`config.mk`:
```
export PLATFORM = sky130hd
export DESIGN_NAME = serial_frame_tx_flat
export DESIGN_NICKNAME = d
export VERILOG_FILES = /design/src/rtl/serial_frame_tx_if.sv /design/src/rtl/serial_frame_tx.sv /design/src/flat_wrapper.sv
export SDC_FILE = /design/constraint.sdc
export NUM_CORES = 1
export LEC_CHECK = 0
export ABC_CLOCK_PERIOD_IN_PS = 4000
export CORE_ASPECT_RATIO = 1.4
export CORE_MARGIN = 3
export CORE_UTILIZATION = 51
export DETAILED_ROUTE_END_ITERATION = 6
export PLACE_DENSITY = 0.8
export SLEW_MARGIN = 10
export SYNTH_ARGS = -nofsm -noshare
export SYNTH_HDL_FRONTEND = slang
export SYNTH_SLANG_ARGS = --single-unit
```
`constraint.sdc`:
```
create_clock -name clk -period 4 [get_ports clk]
set_input_delay 0.4 -clock clk [delete_from_list [all_inputs] [get_ports clk]]
set_output_delay 0.4 -clock clk [all_outputs]
set_load 0.02 [all_outputs]
```
`src/rtl/serial_frame_tx_if.sv`:
```
// Handshake and serial-line bundle for serial_frame_tx.
//   in_data  : parallel payload, producer -> transmitter
//   in_valid : producer has a payload on in_data
//   in_ready : transmitter can accept a payload this cycle
//   out      : serial line, idle high
//   busy     : a frame bit is being driven
//   done     : one-cycle pulse on the final stop-bit cycle
// master = producer side, slave = transmitter side.
interface serial_frame_tx_if #(
  parameter int DATA_W = 8
);
  logic [DATA_W-1:0] in_data;
  logic              in_valid;
  logic              in_ready;
  logic              out;
  logic              busy;
  logic              done;

  modport master (
    output in_data, in_valid,
    input  in_ready, out, busy, done
  );

  modport slave (
    input  in_data, in_valid,
    output in_ready, out, busy, done
  );
endinterface

```
`src/rtl/serial_frame_tx.sv`:
```
// serial_frame_tx: parallel-to-serial frame transmitter.
// Frame = start bit (0), DATA_W payload bits LSB first, optional odd parity
// bit, STOP_BITS stop bits (1). Line idles high. A new payload accepted in
// the final stop cycle starts the next frame with no idle gap.
//
// Optional feature: define SERIAL_FRAME_TX_PARITY_EN to add the PARITY state
// and odd-parity generator.
//
// Ports:
//   clk    : clock, rising edge
//   areset : asynchronous reset, active-low
//   bus    : serial_frame_tx_if slave modport (in_data/in_valid/in_ready,
//            out/busy/done)
module serial_frame_tx #(
  parameter int DATA_W    = 8,
  parameter int STOP_BITS = 1
) (
  input logic               clk,
  input logic               areset,
  serial_frame_tx_if.slave  bus
);

  localparam int              CNT_W      = $clog2(DATA_W);
  localparam logic [CNT_W-1:0] LAST_BIT  = CNT_W'(DATA_W - 1);
  localparam logic            LAST_STOP  = 1'(STOP_BITS - 1);
  // With a single stop bit the first stop cycle is already the final one.
  localparam logic            ONE_STOP   = (STOP_BITS == 1);

`ifdef SERIAL_FRAME_TX_PARITY_EN
  typedef enum logic [2:0] {IDLE, START, DATA, PARITY, STOP} state_t;
`else
  typedef enum logic [2:0] {IDLE, START, DATA, STOP} state_t;
`endif

  state_t            state_q;
  logic [DATA_W-1:0] shift_q;
  logic [CNT_W-1:0]  cnt_q;
  logic              stop_cnt_q;
  logic              out_q;
  logic              busy_q;
  logic              done_q;
  logic              ready_q;
`ifdef SERIAL_FRAME_TX_PARITY_EN
  logic              parity_q;
`endif
  logic              accept;

  assign accept       = bus.in_valid & ready_q;
  assign bus.in_ready = ready_q;
  assign bus.out      = out_q;
  assign bus.busy     = busy_q;
  assign bus.done     = done_q;

  // Outputs are registered alongside the state: every transition also loads
  // the output values that belong to the state being entered.
  always_ff @(posedge clk or negedge areset) begin
    if (!areset) begin
      state_q    <= IDLE;
      shift_q    <= '0;
      cnt_q      <= '0;
      stop_cnt_q <= 1'b0;
      out_q      <= 1'b1;
      busy_q     <= 1'b0;
      done_q     <= 1'b0;
      ready_q    <= 1'b1;
`ifdef SERIAL_FRAME_TX_PARITY_EN
      parity_q   <= 1'b0;
`endif
    end else begin
      done_q <= 1'b0;
      case (state_q)
        IDLE: begin
          if (accept) begin
            shift_q <= bus.in_data;
`ifdef SERIAL_FRAME_TX_PARITY_EN
            // Odd parity: bit is 1 when the payload has an even count of ones.
            parity_q <= ~^bus.in_data;
`endif
            state_q <= START;
            out_q   <= 1'b0;
            busy_q  <= 1'b1;
            ready_q <= 1'b0;
          end
        end

        START: begin
          state_q <= DATA;
          cnt_q   <= '0;
          out_q   <= shift_q[0];
          shift_q <= shift_q >> 1;
        end

        DATA: begin
          if (cnt_q == LAST_BIT) begin
`ifdef SERIAL_FRAME_TX_PARITY_EN
            state_q <= PARITY;
            out_q   <= parity_q;
`else
            state_q    <= STOP;
            out_q      <= 1'b1;
            stop_cnt_q <= 1'b0;
            done_q     <= ONE_STOP;
            ready_q    <= ONE_STOP;
`endif
          end else begin
            cnt_q   <= cnt_q + 1'b1;
            out_q   <= shift_q[0];
            shift_q <= shift_q >> 1;
          end
        end

`ifdef SERIAL_FRAME_TX_PARITY_EN
        PARITY: begin
          state_q    <= STOP;
          out_q      <= 1'b1;
          stop_cnt_q <= 1'b0;
          done_q     <= ONE_STOP;
          ready_q    <= ONE_STOP;
        end
`endif

        STOP: begin
          if (stop_cnt_q == LAST_STOP) begin
            // Final stop cycle: chain straight into the next frame if offered.
            if (accept) begin
              shift_q <= bus.in_data;
`ifdef SERIAL_FRAME_TX_PARITY_EN
              parity_q <= ~^bus.in_data;
`endif
              state_q <= START;
              out_q   <= 1'b0;
              busy_q  <= 1'b1;
              ready_q <= 1'b0;
            end else begin
              state_q <= IDLE;
              out_q   <= 1'b1;
              busy_q  <= 1'b0;
              ready_q <= 1'b1;
            end
          end else begin
            stop_cnt_q <= stop_cnt_q + 1'b1;
            done_q     <= 1'b1;
            ready_q    <= 1'b1;
          end
        end

        default: begin
          state_q <= IDLE;
          out_q   <= 1'b1;
          busy_q  <= 1'b0;
          ready_q <= 1'b1;
        end
      endcase
    end
  end

endmodule

```
`src/flat_wrapper.sv`:
```
// flat-port wrapper written by rule: the top's interface ports become plain ports
module serial_frame_tx_flat 
#(
  parameter int DATA_W    = 8,
  parameter int STOP_BITS = 1
)
  (clk, areset, bus_in_data, bus_in_valid, bus_in_ready, bus_out, bus_busy, bus_done);
  serial_frame_tx_if #(.DATA_W(DATA_W)) bus_i ();
  input logic clk;
  input logic areset;
  input wire logic [$bits(bus_i.in_data)-1:0] bus_in_data;
  input wire logic [$bits(bus_i.in_valid)-1:0] bus_in_valid;
  output wire logic [$bits(bus_i.in_ready)-1:0] bus_in_ready;
  output wire logic [$bits(bus_i.out)-1:0] bus_out;
  output wire logic [$bits(bus_i.busy)-1:0] bus_busy;
  output wire logic [$bits(bus_i.done)-1:0] bus_done;
  assign bus_i.in_data = bus_in_data;
  assign bus_i.in_valid = bus_in_valid;
  assign bus_in_ready = bus_i.in_ready;
  assign bus_out = bus_i.out;
  assign bus_busy = bus_i.busy;
  assign bus_done = bus_i.done;
  serial_frame_tx #(.DATA_W(DATA_W), .STOP_BITS(STOP_BITS)) u_core (.clk(clk), .areset(areset), .bus(bus_i));
endmodule
```
Yosys cells after proc, flatten, opt, wreduce, memory -nomap -nowiden
Cells that the tools add are included.
{ "classes": {"n_addsub": 2, "n_eq_ne": 8, "mux": 29, "bitwise_logic": 3, "reduce_logical": 12} }
{ "op_table": {"columns": ["op", "count"], "rows": [
  ["one-hot mux 8 bit (4 select lines)", 1],
  ["2-to-1 mux 8 bit", 3],
  ["2-to-1 mux 1 bit", 14],
  ["2-to-1 mux 3 bit", 4],
  ["one-hot mux 3 bit (4 select lines)", 1],
  ["AND reduction 3 bit", 4],
  ["one-hot mux 1 bit (4 select lines)", 2],
  ["== test 3 x 2 -> 1 bit (second input constant)", 2],
  ["one-hot mux 3 bit (2 select lines)", 1],
  ["AND reduction 2 bit", 3],
  ["inequality test 2 x 1 -> 1 bit (second input constant)", 2],
  ["inequality test 2 bit (second input constant)", 2],
  ["one-hot mux 1 bit (2 select lines)", 2],
  ["nonzero test 2 bit", 2],
  ["nonzero test 4 bit", 1],
  ["adder 3 x 1 -> 3 bit (second input constant)", 1],
  ["== test 3 x 1 -> 1 bit (second input constant)", 1],
  ["== test 3 bit (second input constant)", 1],
  ["logical NOT 3 bit", 1],
  ["one-hot mux 1 bit (3 select lines)", 1],
  ["NOT 1 bit", 2],
  ["OR reduction 2 bit", 1],
  ["adder 1 bit (second input constant)", 1],
  ["bitwise AND 1 bit", 1]
]} }
{ "totals": {"reg_bits": 19, "in_bits": 11, "output_inout_bits": 4, "word_cells": 62} }

Longest topological paths before layout
Gate-level depths: netlist (run 1).
{ "logic_depth": {"depth_word": 4, "ltp_mapped": 5} }

Worst setup path before layout (run 1)
OpenSTA, ideal clock, no wires.
{ "synth_timing": {"path_type": "reg-to-reg", "start": "reg u_core.cnt_q[0]", "end": "reg u_core.shift_q[0]", "setup_ps": 125, "arrival_ps": 1530, "slack_ps": 2344, "stages_incl_launch_ff": 6, "path_buffers": 0, "path_cell_list": "dfrtp_1 ha_1 ha_1 and2_4 nor2_8 mux2_4"} }
{ "synth_between": {"elab_chain_cells": 3} }
{ "synth_lines": {"columns": ["item", "line", "rtl"], "rows": [
  ["start, declared", "serial_frame_tx.sv:37", "logic [CNT_W-1:0] cnt_q;"],
  ["start signal, assigned", "serial_frame_tx.sv:106", "cnt_q <= cnt_q + 1'b1;"],
  ["== test 3 bit", "serial_frame_tx.sv:94", "if (cnt_q == LAST_BIT) begin"],
  ["inequality test 2 bit (no source line)", null, null],
  ["AND reduction 3 bit (no source line)", null, null],
  ["end signal, assigned", "serial_frame_tx.sv:90", "shift_q <= shift_q >> 1;"],
  ["end signal, assigned", "serial_frame_tx.sv:108", "shift_q <= shift_q >> 1;"],
  ["end signal, assigned", "serial_frame_tx.sv:126", "shift_q <= bus.in_data;"],
  ["end, declared", "serial_frame_tx.sv:36", "logic [DATA_W-1:0] shift_q;"]
]} }
No other way between the ends.
A chain may end at the register's enable or synchronous reset.

Worst setup path after layout (run 1)
{ "layout_timing": {"start": "reg u_core.ready_q (netlist: u_core.bus.in_ready)", "end": "out bus_in_ready"} }
{ "layout_rtl": {"columns": ["item", "line", "rtl"], "rows": [
  ["start, declared", "serial_frame_tx.sv:42", "logic ready_q;"],
  ["start signal, assigned", "serial_frame_tx.sv:65", "ready_q <= 1'b1;"],
  ["start signal, assigned", "serial_frame_tx.sv:82", "ready_q <= 1'b0;"],
  ["start signal, assigned", "serial_frame_tx.sv:103", "ready_q <= ONE_STOP;"],
  ["end, declared", "flat_wrapper.sv:13", "output wire logic [$bits(bus_i.in_ready)-1:0] bus_in_ready;"]
]} }
No word-level cell between the ends.

==> results.md, run 1 <==
* Status: completed
* Crit path DAT at 1.52 ns
* Met2 Use GR at 0.257
* First-pass GRT wire length at 2.93 mm
* CP Cell Sequence: clkdlybuf4s50_1
* Mapped Cells at 73
* H-tree depth at 1
* Worst EP required at 3.60 ns
* Synth top area share at 0.393
* CP max stage delay at 0.63 ns
* Cts hold-fix bufs at 0
* Post-Syn Area per Cell at 13.1 um2
* Clk Latency, worst-skew pair at 0.29 ns
* Setup violators final at 0
* GRT Overall Usage at 0.154
* Count of different cell masters after synthesis at 28
* Reg2Reg Setup Slack at 2.16 ns
* Startpoint Class: register
* Final Max Slew Viols at 0
* CP max stage cell: clkdlybuf4s50_1
* Vias in the first global route at 670
* Met1 Usage GRT at 0.192
* Syn nets at 90
* CTS buffer count at 3
* ANT cells at 0
* 1st-pass router iterations at 2
* Max_cap viols at 0
* Leakage at 0.512 nW
* Initial antenna violation count at 0
* Hold Fails Final Rpt at 0
* Clk_skew at 0.00501 ns
* Post-route setup TNS at 0 ns
* Gr busiest metal: met2
* WP buf/inv at 1
* Cell Count, Final, Fillers Out at 109
* Remaining DRCs at 0
* Core area at 1680 um2
* Peak supply drop at 0.164 mV
* Post_cts resized at 0
* Clk buf depth at 2
* RSZ-0062 raised after global routing: no
* Total die area at 2440 um2
* Worst Hold Class: reg2reg
* Crit Path Class: reg2out
* CTS root buffer: clkbuf_4
* Critical Path Fanout Max at 6
* Via count at 629
* Largest net degree at the start of global routing at 18
* Post-DP HPWL at 1.22 mm
* Inst Count DP at 105
* Met3 Resource Use GR at 0.0252
* Gpl congestion at 0.696
* Number of port buffers at 14
* Die height at 57.2 um
* Seq/Total Area, Yosys at 0.448
* Die extent in x at 42.6 um
* Clock Pin Slew Worst Setup and Hold Paths at 0.10 ns
* Synth warn at 0
* Max Fclk at 521 MHz
* Critical Path Sink Type: output pin
* Clk sinks at 17
* Detailed Route Iter0 Violations at 9
* Cell Rows at 17
* Max_slew headroom at 0.491
* Routed Antenna Nets at 0
* Finished Cell Area at 1130 um2
* Register bit count reported by yosys at 17
* Post-CTS setup buffer count at 0
* Grt ovf at 0
* WL/cell at 14.8 um
* Vias per Instance at 5.77
* Synth area leaders: dfrtp_1 (39%), mux2_4 (11%), mux2_2 (8.2%)
* Placement Cell Area at 1110 um2
* I/O pin count at 15
* Largest area contributor in the netlist: dfrtp_1
* Tmin final at 1.92 ns
* Fin crit share at 0.480
* Pwr/cell area at 248 nW/um2
* Share of layout cells above drive strength 1 at 0.256
* Fin util at 0.675
* Routed WL at 1.61 mm
* Worst slew pin tran at 0.761 ns
* Initial core utilization at 0.569
* Nets at 108
* Cell area after synthesis at 956 um2
* Crit-path leading delay family: buffers and inverters
* CTS tree: built
* Area Overhead vs Synth at 18.7%
sequential cells by signal, summed over array words and instances (netlist names):
| register | flops |
|---|---|
| u_core.bus.out | 1 |
| u_core.cnt_q | 3 |
| u_core.shift_q | 8 |
| u_core.bus.done | 1 |
| u_core.bus.busy | 1 |
| u_core.bus.in_ready | 1 |
| u_core.state_q | 2 |
placed cells by master, fill, tap and decap left out, types with 2 or more instances in the layout:
cell type	count
a21oi_1	3
a22o_1	3
clkbuf_4	3
clkdlybuf4s50_1	14
dfrtp_1	15
dfstp_2	2
ha_1	6
inv_1	4
mux2_1	3
mux2_2	7
mux2_4	7
nor2_1	4
o32a_1	2
final cells by class:
class,count,area [um2]
Timing Repair Buffer,14,140
Multi-Input combinational cell,51,502
Inverter,4,15.0
Fill cell,127,546
Clock buffer,4,26.3
Tap cell,19,23.8
Sequential cell,17,428
path summary, 6_finish.rpt:
path                                            startpoint                            end  cells past startpoint
min in group asynchronous                           areset  u_core.shift_q[4]$_DFFE_PN0P_                      1
setup / recovery           u_core.bus.in_ready$_DFFE_PN1P_                   bus_in_ready                      1
setup reg to reg             u_core.state_q[0]$_DFFE_PN0P_  u_core.shift_q[6]$_DFFE_PN0P_                      5
hold reg to reg              u_core.shift_q[1]$_DFFE_PN0P_  u_core.shift_q[1]$_DFFE_PN0P_                      1
hold / removal               u_core.shift_q[1]$_DFFE_PN0P_  u_core.shift_q[1]$_DFFE_PN0P_                      1
max in group asynchronous                           areset    u_core.cnt_q[1]$_DFFE_PN0P_                      1
layer usage:
layer,wire length (um),part of all wire
met2,820,0.51
met1,704,0.44
met3,57,0.035
met5,0,0
met4,26,0.016
report_power, final:
group	leakage, nW	internal [W]	switching, W
clock	0.0150	0.0000388	0.0000534
sequential	0.230	0.000172	0
combinational	0.266	0.0000112	0.00000616
total	0.512	0.000222	0.0000596
kinds of logic (layout without fill, tap and decap cells):
logic type | count (synthesis) | in the layout | synth area share
mux | 18 | 18 | 0.238
flops | 17 | 17 | 0.448
compound gates | 15 | 15 | 0.122
simple gates | 11 | 11 | 0.0772
fa+ha+maj | 6 | 6 | 0.0785
buf+inv | 5 | 22 | 0.0275
xor+xnor | 1 | 1 | 0.00916
cell usage after synthesis, drive strengths merged:
cell type  instances
and3               1
dfrtp             15
o41ai              1
and2               1
inv                4
xnor2              1
nor2               5
dfstp              2
a21oi              4
ha                 6
mux2              17
nand3              1
o32a               2
buf                1
a22o               3
a2bb2oi            1
nand2              1
o31a               1
a21boi             1
o21ai              1
or3                1
mux2i              1
a211oi             1
nor2b              1
stage by stage:
stage / power, W / setup WS (ns) / hold slack [ns]
after floorplan: 0.000179 / 2.34 / 0.104
final: 0.000281 / 2.08 / 0.520
after detailed placement: 0.000193 / 2.15 / 0.486
after global placement: 0.000193 / 2.18 / 0.493
after CTS: 0.000283 / 2.07 / 0.523
after global routing: 0.000292 / 2.04 / 0.530
Power figures use the tool's default switching activity.
==> inputs of run 2 (changes only) <==
- ABC_CLOCK_PERIOD_IN_PS: 4000 -> 1680
- CORE_UTILIZATION: 51 -> 46
- PLACE_DENSITY: 0.8 -> 0.77
- clock period: 4 -> 1.68 ns (I/O delays scaled with it)
==> results.md, run 2 (synthesis results as in run 1) <==
* Status: completed
* CTS root buffer: clkbuf_4
* Worst r2r path cells at 5
* 1st-pass router iterations at 4
* CTS buffer count at 3
* Inst Count DP at 113
* Worst r2r src: u_core.cnt_q[1]$_DFFE_PN0P_
* Post-DP HPWL at 1.37 mm
* Area Overhead vs Synth at 27.0%
* Tmin final at 1.60 ns
* CP max stage delay at 0.59 ns
* Most frequent cells in the layout: dfrtp_1 (15), clkdlybuf4s50_1 (13), mux2_2 (7), mux2_4 (7), buf_4 (7)
* Final Max Slew Viols at 0
* Core area at 1870 um2
* Sw Ratio at 0.220
* Initial core utilization at 0.511
* Nets at 115
* Cell Rows at 18
* Gpl congestion at 0.717
* Initial antenna violation count at 0
* Largest net degree at the start of global routing at 18
* Setup violators final at 0
* Reg2Reg Setup Slack at 0.10 ns
* Post-route setup TNS at 0 ns
* Register with the most flip-flops: u_core.shift_q
* Worst EP required at 1.51 ns
* Remaining DRCs at 0
* Critical Path Fanout Max at 2
* WP buf/inv at 1
* First-pass GRT wire length at 3.06 mm
* Total die area at 2670 um2
* Die extent in x at 44.5 um
* Startpoint Class: register
* Max Fclk at 626 MHz
* Clk sinks at 17
* Detailed Route Iter0 Violations at 11
* Worst reg2reg path endpoint: u_core.cnt_q[1]$_DFFE_PN0P_
* WL/cell at 15.1 um
* Max_cap viols at 0
* Regs by FF count: u_core.shift_q x8, u_core.cnt_q x3, u_core.state_q x2
* Clk buf depth at 2
* Comb pwr share at 0.064
* Via count at 676
* Fin crit share at 0.951
* Worst Hold Class: in2async
* DRT met1 WL at 737 um
* CP Cell Sequence: clkdlybuf4s50_1
* CTS tree: built
* Die height at 59.9 um
* Number of port buffers at 14
* Crit Path Class: reg2out
* Vias per Instance at 5.78
* Top sig layer: met4
* ANT cells at 0
* GRT Overall Usage at 0.160
* Sequential power share at 0.607
* Routed Antenna Nets at 0
* Peak supply drop at 0.481 mV
* Routed WL at 1.77 mm
* Post-CTS setup buffer count at 0
* Power Internal at 0.000526 W
* Clk Latency, worst-skew pair at 0.30 ns
* Psw at 0.000148 W
* RSZ-0062 raised after global routing: no
* # fillers at 149
* Cell Count, Final, Fillers Out at 117
* Leakage at 0.555 nW
* Crit-path leading delay family: buffers and inverters
* Clock Pin Slew Worst Setup and Hold Paths at 0.10 ns
* Max FFs per register at 8
* Critical Path Sink Type: output pin
* Share of layout cells above drive strength 1 at 0.351
* H-tree depth at 1
* Hold Fails Final Rpt at 0
* Clk_skew at 0.00950 ns
* Crit path DAT at 1.43 ns
* Clock share of power at 0.329
* I/O pin count at 15
* Routed met3 length at 72 um
* Wire length on met2 at 904 um
* Max_slew headroom at 0.809
* Grt ovf at 0
* CP max stage cell: clkdlybuf4s50_1
* Most common cell after layout, fill and taps aside: dfrtp_1
* Vias in the first global route at 672
* Worst slew pin tran at 0.285 ns
* Pwr/cell area at 555 nW/um2
* Fin util at 0.649
[run 2: stage by stage]
stage / total power [W] / hold slack (ns) / setup slack (ns) / cell area [um2]
6_report: 0.000674 / 0.187 / 0.0816 / 1210
5_1_grt: 0.000707 / 0.182 / 0.0250 / 1210
4_1_cts: 0.000685 / 0.190 / 0.0218 / 1190
3_5_place_dp: 0.000461 / 0.479 / -0.0182 / 1160
3_3_place_gp: 0.000460 / 0.472 / 0.00216 / 1160
2_1_floorplan: 0.000426 / -0.128 / 0.0244 / 956
[run 2: power groups by stage]
stage | clock [W] | combinational [W] | sequential (W)
2_1_floorplan | 0 | 0.00000853 | 0.000417
3_3_place_gp | 0 | 0.0000428 | 0.000417
3_5_place_dp | 0 | 0.0000438 | 0.000417
4_1_cts | 0.000232 | 0.0000437 | 0.000409
5_1_grt | 0.000250 | 0.0000479 | 0.000409
6_report | 0.000222 | 0.0000430 | 0.000409
[run 2: cell type report]
class                      instances  area [um2]  area share
clock buffer                       3        22.5      0.0186
clock inverter                     1        5.00     0.00412
inverter                           4        15.0      0.0124
multi-input combinational         51         527       0.434
sequential                        17         428       0.353
tap                               20        25.0      0.0206
timing repair buffer              21         191       0.158
[run 2: how the worst max path moves through the flow]
stage	start	end	slack [ns]	cells past startpoint
final	u_core.bus.out$_DFFE_PN1P_	bus_out	0.08	1
after global placement	u_core.state_q[0]$_DFFE_PN0P_	u_core.shift_q[3]$_DFFE_PN0P_	0.002	5
after detailed placement	u_core.state_q[0]$_DFFE_PN0P_	u_core.shift_q[1]$_DFFE_PN0P_	-0.02	5
after floorplan	u_core.cnt_q[0]$_DFFE_PN0P_	u_core.shift_q[0]$_DFFE_PN0P_	0.02	5
after global routing	u_core.state_q[1]$_DFFE_PN0P_	u_core.bus.out$_DFFE_PN1P_	0.03	6
after CTS	u_core.cnt_q[1]$_DFFE_PN0P_	u_core.shift_q[5]$_DFFE_PN0P_	0.02	5
[run 2: layer usage]
| layer | vias to the layer above | global-route usage |
|---|---|---|
| li1 | 317 | - |
| met1 | 334 | 0.198 |
| met2 | 18 | 0.253 |
| met3 | 7 | 0.0271 |
| met4 | 0 | 0.0991 |
| met5 | - | 0 |
[run 2: timing repair]
| action | in CTS | in global routing |
|---|---|---|
| endpoints found under the setup margin | 8 | 8 |
| gates resized for setup | 2 | 4 |
| hold buffers | 0 | 0 |
| pin swaps | 0 | 1 |
==> inputs of run 3 (changes only) <==
- SKIP_LAST_GASP: not set -> 1
==> results.md, run 3 (synthesis results as in run 1) <==
* Setup violators final at 0
* Total die area at 2670 um2
* Comb pwr share at 0.064
* Die height at 59.9 um
* Regs by FF count: u_core.shift_q x8, u_core.cnt_q x3, u_core.state_q x2
* Fin crit share at 0.960
* 1st-pass router iterations at 4
* Via count at 677
* CP Cell Sequence: ha_1, ha_1, buf_4, mux2_1, a22o_1
* Hold Fails Final Rpt at 0
* Finished Cell Area at 1210 um2
* Max_cap viols at 0
* Initial antenna violation count at 0
* Cell Rows at 18
* Most frequent cells in the layout: dfrtp_1 (15), clkdlybuf4s50_1 (13), mux2_2 (7), mux2_4 (7), buf_4 (7)
* GRT Overall Usage at 0.160
* Detailed Route Iter0 Violations at 11
* Power Internal at 0.000526 W
* Clk sinks at 17
* Clock share of power at 0.329
* Worst EP required at 1.87 ns
* # fillers at 149
* Clk_skew at 0.00949 ns
* CTS buffer count at 3
* Post-route setup slack at 0.0676 ns
* Clk Latency, worst-skew pair at 0.30 ns
* Max FFs per register at 8
* Inst Count DP at 113
* Vias per Instance at 5.79
* Clock Pin Slew Worst Setup and Hold Paths at 0.10 ns
* Placement Setup Slack at -0.0182 ns
* CP max stage cell: dfrtp_1
* Crit Path Class: reg2reg
* Sw Ratio at 0.220
* Status: completed
* Critical Path Sink Type: register
* Die extent in x at 44.5 um
* Share of layout cells above drive strength 1 at 0.340
* ANT cells at 0
* Final Max Slew Viols at 0
* Crit path top cell by count: ha_1
* I/O pin count at 15
* Clk buf depth at 2
* Routed Antenna Nets at 0
* CTS tree: built
* WL/cell at 15.1 um
* Worst slew pin tran at 0.285 ns
* Critical Path Fanout Max at 5
* CP max stage delay at 0.41 ns
* Gpl congestion at 0.717
* Placement Cell Area at 1160 um2
* Post-DP HPWL at 1.37 mm
* Crit path DAT at 1.80 ns
* Register with the most flip-flops: u_core.shift_q
* Largest net degree at the start of global routing at 18
* First-pass GRT wire length at 3.06 mm
* Psw at 0.000148 W
* Startpoint Class: register
* CTS root buffer: clkbuf_4
* Initial core utilization at 0.511
* Routed WL at 1.76 mm
* Core area at 1870 um2
* Vias in the first global route at 672
* Leakage at 0.558 nW
* Number of port buffers at 14
* Nets at 115
* Cell Count, Final, Fillers Out at 117
* Tmin final at 1.61 ns
* Pwr/cell area at 557 nW/um2
* Grt ovf at 0
* Area Overhead vs Synth at 26.7%
* Peak supply drop at 0.481 mV
* Sequential power share at 0.607
* Max Fclk at 620 MHz
* RSZ-0062 raised after global routing: yes
* Max_slew headroom at 0.809
* Most common cell after layout, fill and taps aside: dfrtp_1
* Worst Hold Class: in2async
* Remaining DRCs at 0
* H-tree depth at 1
## run 3: cell counts in the layout (fill, tap and decap cells not counted)
Identical to the previous run, type by type.
## run 3: layout make-up
class	instances	area, um2	share of cell area
repair buffers	21	191	0.158
well taps	20	25.0	0.0207
clock inverters	1	5.00	0.00413
inverters	4	15.0	0.0124
flip-flops and latches	17	428	0.353
clock buffers	3	22.5	0.0186
multi-input cells	51	524	0.433
## run 3: power groups by stage
stage | logic (W) | registers, W | clock network, W
after global routing | 0.0000479 | 0.000409 | 0.000250
after global placement | 0.0000428 | 0.000417 | 0
after detailed placement | 0.0000438 | 0.000417 | 0
after floorplan | 0.00000853 | 0.000417 | 0
final | 0.0000430 | 0.000409 | 0.000222
after CTS | 0.0000437 | 0.000409 | 0.000232
## run 3: metal layers
layer,routed length (um),track usage,share of wire
met1,734,0.198,0.42
met3,72,0.0271,0.041
met2,906,0.253,0.51
met5,0,0,0
met4,50,0.0991,0.028
## run 3: what timing repair did
item / 4_1_cts / 5_1_grt
resized for setup: 2 / 3
setup buffers: 0 / 0
setup endpoints to repair: 8 / 8
pin swaps: 0 / 1
hold buffers: 0 / 0
## run 3: path summary, 6_finish.rpt
kind,from,to,cells after the start,slack [ns]
min reg2reg,u_core.shift_q[7]$_DFFE_PN0P_,u_core.shift_q[7]$_DFFE_PN0P_,2,0.50
max,u_core.cnt_q[1]$_DFFE_PN0P_,u_core.cnt_q[1]$_DFFE_PN0P_,5,0.07
max in group asynchronous,areset,u_core.bus.out$_DFFE_PN1P_,2,1.24
max reg2reg,u_core.cnt_q[1]$_DFFE_PN0P_,u_core.cnt_q[1]$_DFFE_PN0P_,5,0.07
min,areset,u_core.shift_q[4]$_DFFE_PN0P_,2,0.19
min in group clk,bus_in_data[7],u_core.shift_q[7]$_DFFE_PN0P_,3,0.44
## run 3: per-stage QoR
step	util	setup TNS [ns]	hold slack, ns	power [W]
2_1_floorplan	-	0	-0.128	0.000426
3_3_place_gp	0.622	0	0.472	0.000460
3_5_place_dp	0.622	-0.0562	0.479	0.000461
4_1_cts	0.637	0	0.190	0.000685
5_1_grt	0.648	-0.00469	0.182	0.000707
6_report	0.648	0	0.187	0.000674
## run 3: critical path, delay by kind of cell, from the launching register on
| family | cells | cell delay [ns] |
|---|---|---|
| DFF | 1 | 0.41 |
| adders and majority gates | 2 | 0.40 |
| muxes | 1 | 0.31 |
| AOI/OAI and AO/OA | 1 | 0.23 |
| buffers and inverters | 1 | 0.16 |
